<file path="config.mk">
export PLATFORM = sky130hd
export DESIGN_NAME = registro_operando_pipe
export DESIGN_NICKNAME = d
export VERILOG_FILES = /design/src/rtl/registro_operando_pipe.sv
export SDC_FILE = /design/constraint.sdc
export NUM_CORES = 1
export LEC_CHECK = 0
export CAP_MARGIN = 25
export CORE_ASPECT_RATIO = 0.75
export CORE_MARGIN = 2
export CORE_UTILIZATION = 41
export CTS_BUF_LIST = sky130_fd_sc_hd__clkbuf_4 sky130_fd_sc_hd__clkbuf_8 sky130_fd_sc_hd__clkbuf_16
export CTS_CLUSTER_DIAMETER = 40
export CTS_CLUSTER_SIZE = 40
export DETAILED_ROUTE_END_ITERATION = 8
export GPL_ROUTABILITY_DRIVEN = 1
export PLACE_DENSITY = 0.75
export SLEW_MARGIN = 15
export SYNTH_ARGS = -nofsm -noshare
export SYNTH_HDL_FRONTEND = slang
export SYNTH_SLANG_ARGS = --single-unit
</file>
<file path="constraint.sdc">
create_clock -name CLOCK -period 3.08 [get_ports CLOCK]
set_input_delay 0.308 -clock CLOCK [delete_from_list [all_inputs] [get_ports CLOCK]]
set_output_delay 0.308 -clock CLOCK [all_outputs]
set_load 0.03 [all_outputs]
</file>
<file path="src/rtl/registro_operando_pipe.sv">
// Operand register for the sum-and-shift multiplier: valid/ready intake with one-bit
// sign/zero extension, a DEPTH-stage delay pipeline and a right-shifting output register.
module registro_operando_pipe #(
  parameter int tamano = 8,
  parameter int DEPTH  = 2
) (
  input  logic                             CLOCK,
  input  logic                             RESET,
  input  logic                             in_valid,
  output logic                             in_ready,
  input  logic [tamano-1:0]                In_multi,
  input  logic                             signed_mode,
  input  logic                             shift_en,
  input  logic                             consume,
  output logic [tamano:0]                  Out_multi,
  output logic                             out_valid,
  output logic                             lsb,
  output logic [$clog2(tamano+1)-1:0]      shift_cnt,
  output logic                             done
);

  localparam int CW = $clog2(tamano + 1);

  typedef enum logic {EMPTY, HELD} out_state_t;

  out_state_t      state;
  logic            out_mode;
  logic [DEPTH-1:0] stg_valid;
  logic [DEPTH-1:0] stg_mode;
  logic [tamano:0]  stg_data [DEPTH];

  // can_load[k] means stage k (or the output register when k == DEPTH) takes new
  // contents on the next edge; the chain ripples a stall back from the output.
  logic [DEPTH:0]  can_load;
  logic [tamano:0] ext_in;

  always_comb begin
    // NOTE: assign every always_comb output up front so no path leaves it unassigned (latch).
    can_load        = '0;
    can_load[DEPTH] = (state == EMPTY) || consume;
    for (int k = DEPTH - 1; k >= 0; k--) begin
      can_load[k] = !stg_valid[k] || can_load[k+1];
    end
  end

  assign ext_in   = {signed_mode & In_multi[tamano-1], In_multi};
  assign in_ready = can_load[0];
  assign lsb      = Out_multi[0];

  // NOTE: state uses non-blocking assignments so every register samples pre-edge values.
  always_ff @(posedge CLOCK) begin
    if (RESET) begin
      stg_valid <= '0;
      stg_mode  <= '0;
      for (int k = 0; k < DEPTH; k++) stg_data[k] <= '0;
      state     <= EMPTY;
      out_valid <= 1'b0;
      out_mode  <= 1'b0;
      Out_multi <= '0;
      shift_cnt <= '0;
      done      <= 1'b0;
    end else begin
      if (can_load[0]) begin
        stg_valid[0] <= in_valid;
        stg_mode[0]  <= signed_mode;
        stg_data[0]  <= ext_in;
      end
      for (int k = 1; k < DEPTH; k++) begin
        if (can_load[k]) begin
          stg_valid[k] <= stg_valid[k-1];
          stg_mode[k]  <= stg_mode[k-1];
          stg_data[k]  <= stg_data[k-1];
        end
      end

      // Release/reload takes priority over shifting, so consume masks shift_en.
      if (can_load[DEPTH]) begin
        shift_cnt <= '0;
        done      <= 1'b0;
        if (stg_valid[DEPTH-1]) begin
          state     <= HELD;
          out_valid <= 1'b1;
          out_mode  <= stg_mode[DEPTH-1];
          Out_multi <= stg_data[DEPTH-1];
        end else begin
          state     <= EMPTY;
          out_valid <= 1'b0;
        end
      end else if (shift_en && !done) begin
        Out_multi <= {out_mode & Out_multi[tamano], Out_multi[tamano:1]};
        shift_cnt <= shift_cnt + 1'b1;
        done      <= (shift_cnt == CW'(tamano - 1));
      end
    end
  end

endmodule

</file>
==> impl_metrics.json <==
{
  "syn_area_um2": 1610,
  "rsz0062_at_grt": "false",
  "slew_violations": 0,
  "crit_type": "flip-flop to output port",
  "wire_per_inst_um": 12.14,
  "drive_gt1_share_pct": 8.187,
  "antennaDiodeCount": 0,
  "min_period_over_period_pct": 69.56,
  "ff2ff_path_depth": 2,
  "required_ns": 2.77,
  "clock_sinks": 38,
  "min_from": "stg_mode[1]$_SDFFE_PP0P_",
  "whs_path_depth": 2,
  "synthCells": 143,
  "arrival_ns": 1.83,
  "utilization_pct": 54.59,
  "finClkSkew_ns": 0.003700,
  "row_count": 19,
  "viasPerCell": 4.830,
  "die_area_um2": 4450,
  "synth_warnings": 0,
  "rrSetupSlack_ns": 1.48,
  "htree_levels": 2,
  "core_um2": 3709,
  "place_inst": 215,
  "final.setup.tns_ns": 0,
  "die_w_um": 76.37,
  "power.density_nw_per_um2": 527.8,
  "hpwl_um": 1917,
  "holdCritPathClass": "flip-flop to flip-flop",
  "tightest_slew_ns": 0.7091,
  "grt_max_degree": 22,
  "drc_errors": 0,
  "min_period_ns": 2.142,
  "cts_tree": "built",
  "grt.total_usage_pct": 13.26,
  "synth_seq_cells": 38,
  "postCtsSetupRepairBufs": 0,
  "multi_input_area_um2": 589.3,
  "worstPathCellList": "nand4b_4 -> clkdlybuf4s50_1",
  "cts_made_buffers": 5,
  "n_fill_cell": 333,
  "clock_path_buffers": 2,
  "hold_slack_ns": 0.4803,
  "synth_edf_count": 18,
  "initial_utilization_pct": 43.42,
  "syn_to_final_growth_pct": 25.72,
  "final_nets": 185,
  "drtIter0Drc": 48,
  "routed_wirelength_um": 2707,
  "yosys_most_used_dff": "dfxtp_1",
  "end_kind": "output port",
  "cp_max_fo": 17,
  "cts.clk_slew.worst_paths_ns": 0.07,
  "synthesis.nets": 158,
  "grt_pass1_wl_um": 4574,
  "crit_slowest_cell": "dfxtp_1",
  "cts_resized": 0,
  "slew_headroom_pct": 52.58,
  "clk_latency_ns": 0.29,
  "max_freq_mhz": 466.8,
  "synthArstFlopShare_pct": 0,
  "ant_nets": 0,
  "regArea_um2": 940.9,
  "ys_types": 32,
  "hold_viol_final": 0,
  "io_buffers": 30,
  "first_pass_iters": 4,
  "critPathLaunchType": "flip-flop",
  "hold_buffers": 0,
  "irDropWorstVdd_v": 0.0002047,
  "routed-via-count": 1077,
  "antenna_found_initial": 0,
  "status": "finished, final reports clean",
  "hold-path-endpoint": "out_mode$_SDFFE_PP0P_",
  "crit_path_max_incr_delay_ns": 0.72,
  "p_leak_nw": 0.7542,
  "syn_area_per_cell_um2": 11.26,
  "cts-root-buf": "clkbuf_8",
  "place.gp.congestion": 0.7011,
  "io_pins": 31,
  "r2r-start": "stg_valid[1]$_SDFFE_PP0P_",
  "synth-seq-area-share_pct": 58.43,
  "finalSetupViolCount": 0,
  "stdcell_count": 223,
  "grt_pass1_vias": 960,
  "drv_cap": 0,
  "r2r_end": "stg_data[0][13]$_SDFFCE_PN0P_",
  "dieHeight_um": 58.28,
  "overflow": 0
}
per-layer routing:
| metal | track usage, % | wire length, um |
|---|---|---|
| met5 | 0 | 0 |
| met4 | 6.234 | 47 |
| met3 | 4.206 | 192 |
| met2 | 19.97 | 1122 |
| met1 | 17.63 | 1345 |
sequential cells by signal (all words and copies together) (netlist names):
signal / flops
stg_data: 18
Out_multi: 9
shift_cnt: 4
stg_mode: 2
stg_valid: 2
done: 1
out_mode: 1
state: 1
worst max path at each step:
stage                                   start                           end  slack, ns  depth (start not counted)
floorplan                  state$_SDFFE_PP0N_  stg_data[0][0]$_SDFFCE_PN0P_       1.39                          4
global placement                      consume                      in_ready       1.04                          3
detailed placement                    consume                      in_ready       1.05                          3
CTS                 stg_valid[1]$_SDFFE_PP0P_                      in_ready       0.94                          2
global route        stg_valid[1]$_SDFFE_PP0P_                      in_ready       0.84                          2
finish              stg_valid[1]$_SDFFE_PP0P_                      in_ready       0.94                          2
cells in the mapped netlist, drive strengths merged, types with 3 or more instances:
master | instances | area share, %
nor2 | 7 | 1.6
and2 | 17 | 6.6
buf | 7 | 3.1
a21oi | 6 | 1.9
clkbuf | 3 | 0.70
inv | 5 | 1.2
nand2b | 3 | 1.3
nand3 | 4 | 1.2
a211oi | 8 | 3.7
edfxtp | 18 | 34
a311oi | 8 | 4.4
nand2 | 17 | 4.0
dfxtp | 20 | 25
placed cells by master, fill, tap and decap left out, drive strengths merged:
cell type and count:
clkdlybuf4s50 30, dfxtp 20, edfxtp 18, and2 17, nand2 17, a211oi 8
a311oi 8, nor2 7, a21oi 6, clkbuf 6, inv 5, nand3 4
nand2b 3, or2 2, nand3b 2, xor2 2, mux2i 2, and2b 2
a21o 2, nand4b 1, and4bb 1, a221o 1, o21ai 1, or3 1
a41oi 1, and3 1, ha 1, bufinv 1, clkinv 1
final cells by class:
class                      count  share of cell area [%]
sequential                    38                   46.48
multi-input combinational     90                   29.11
timing repair buffer          30                   14.83
clock buffer                   6                   3.770
tap                           52                   3.214
clock inverter                 2                   1.669
inverter                       5                  0.9271
kinds of logic after synthesis:
| family | Yosys count | share of synthesized area (%) |
|---|---|---|
| AO/OA/AOI/OAI | 27 | 12.82 |
| multiplexers | 2 | 1.243 |
| AND/OR/NAND/NOR | 58 | 20.67 |
| flip-flops | 38 | 58.43 |
| buffers and inverters | 15 | 4.973 |
| XOR/XNOR | 2 | 1.088 |
| adder cells (fa/ha/maj) | 1 | 0.7769 |
critical path: cells and delay by family (launching register included):
family                 cells  cell delay (ns)
flip-flops                 1             0.72
buffers and inverters      1             0.63
AND/OR/NAND/NOR            1             0.19
report_power, final:
part           switching, mW  internal, mW
sequential            0.0139         0.548
combinational         0.0441        0.0469
clock                  0.167         0.248
metrics by stage:
step	area, um2	total power [mW]	worst slack, ns
detailed placement	1914	0.6649	1.052
floorplan	1610	0.6257	1.390
CTS	2024	1.077	0.9404
global placement	1914	0.6615	1.042
global route	2024	1.106	0.8373
finish	2024	1.068	0.9377
Note: power is estimated with default switching activity, not from simulation.
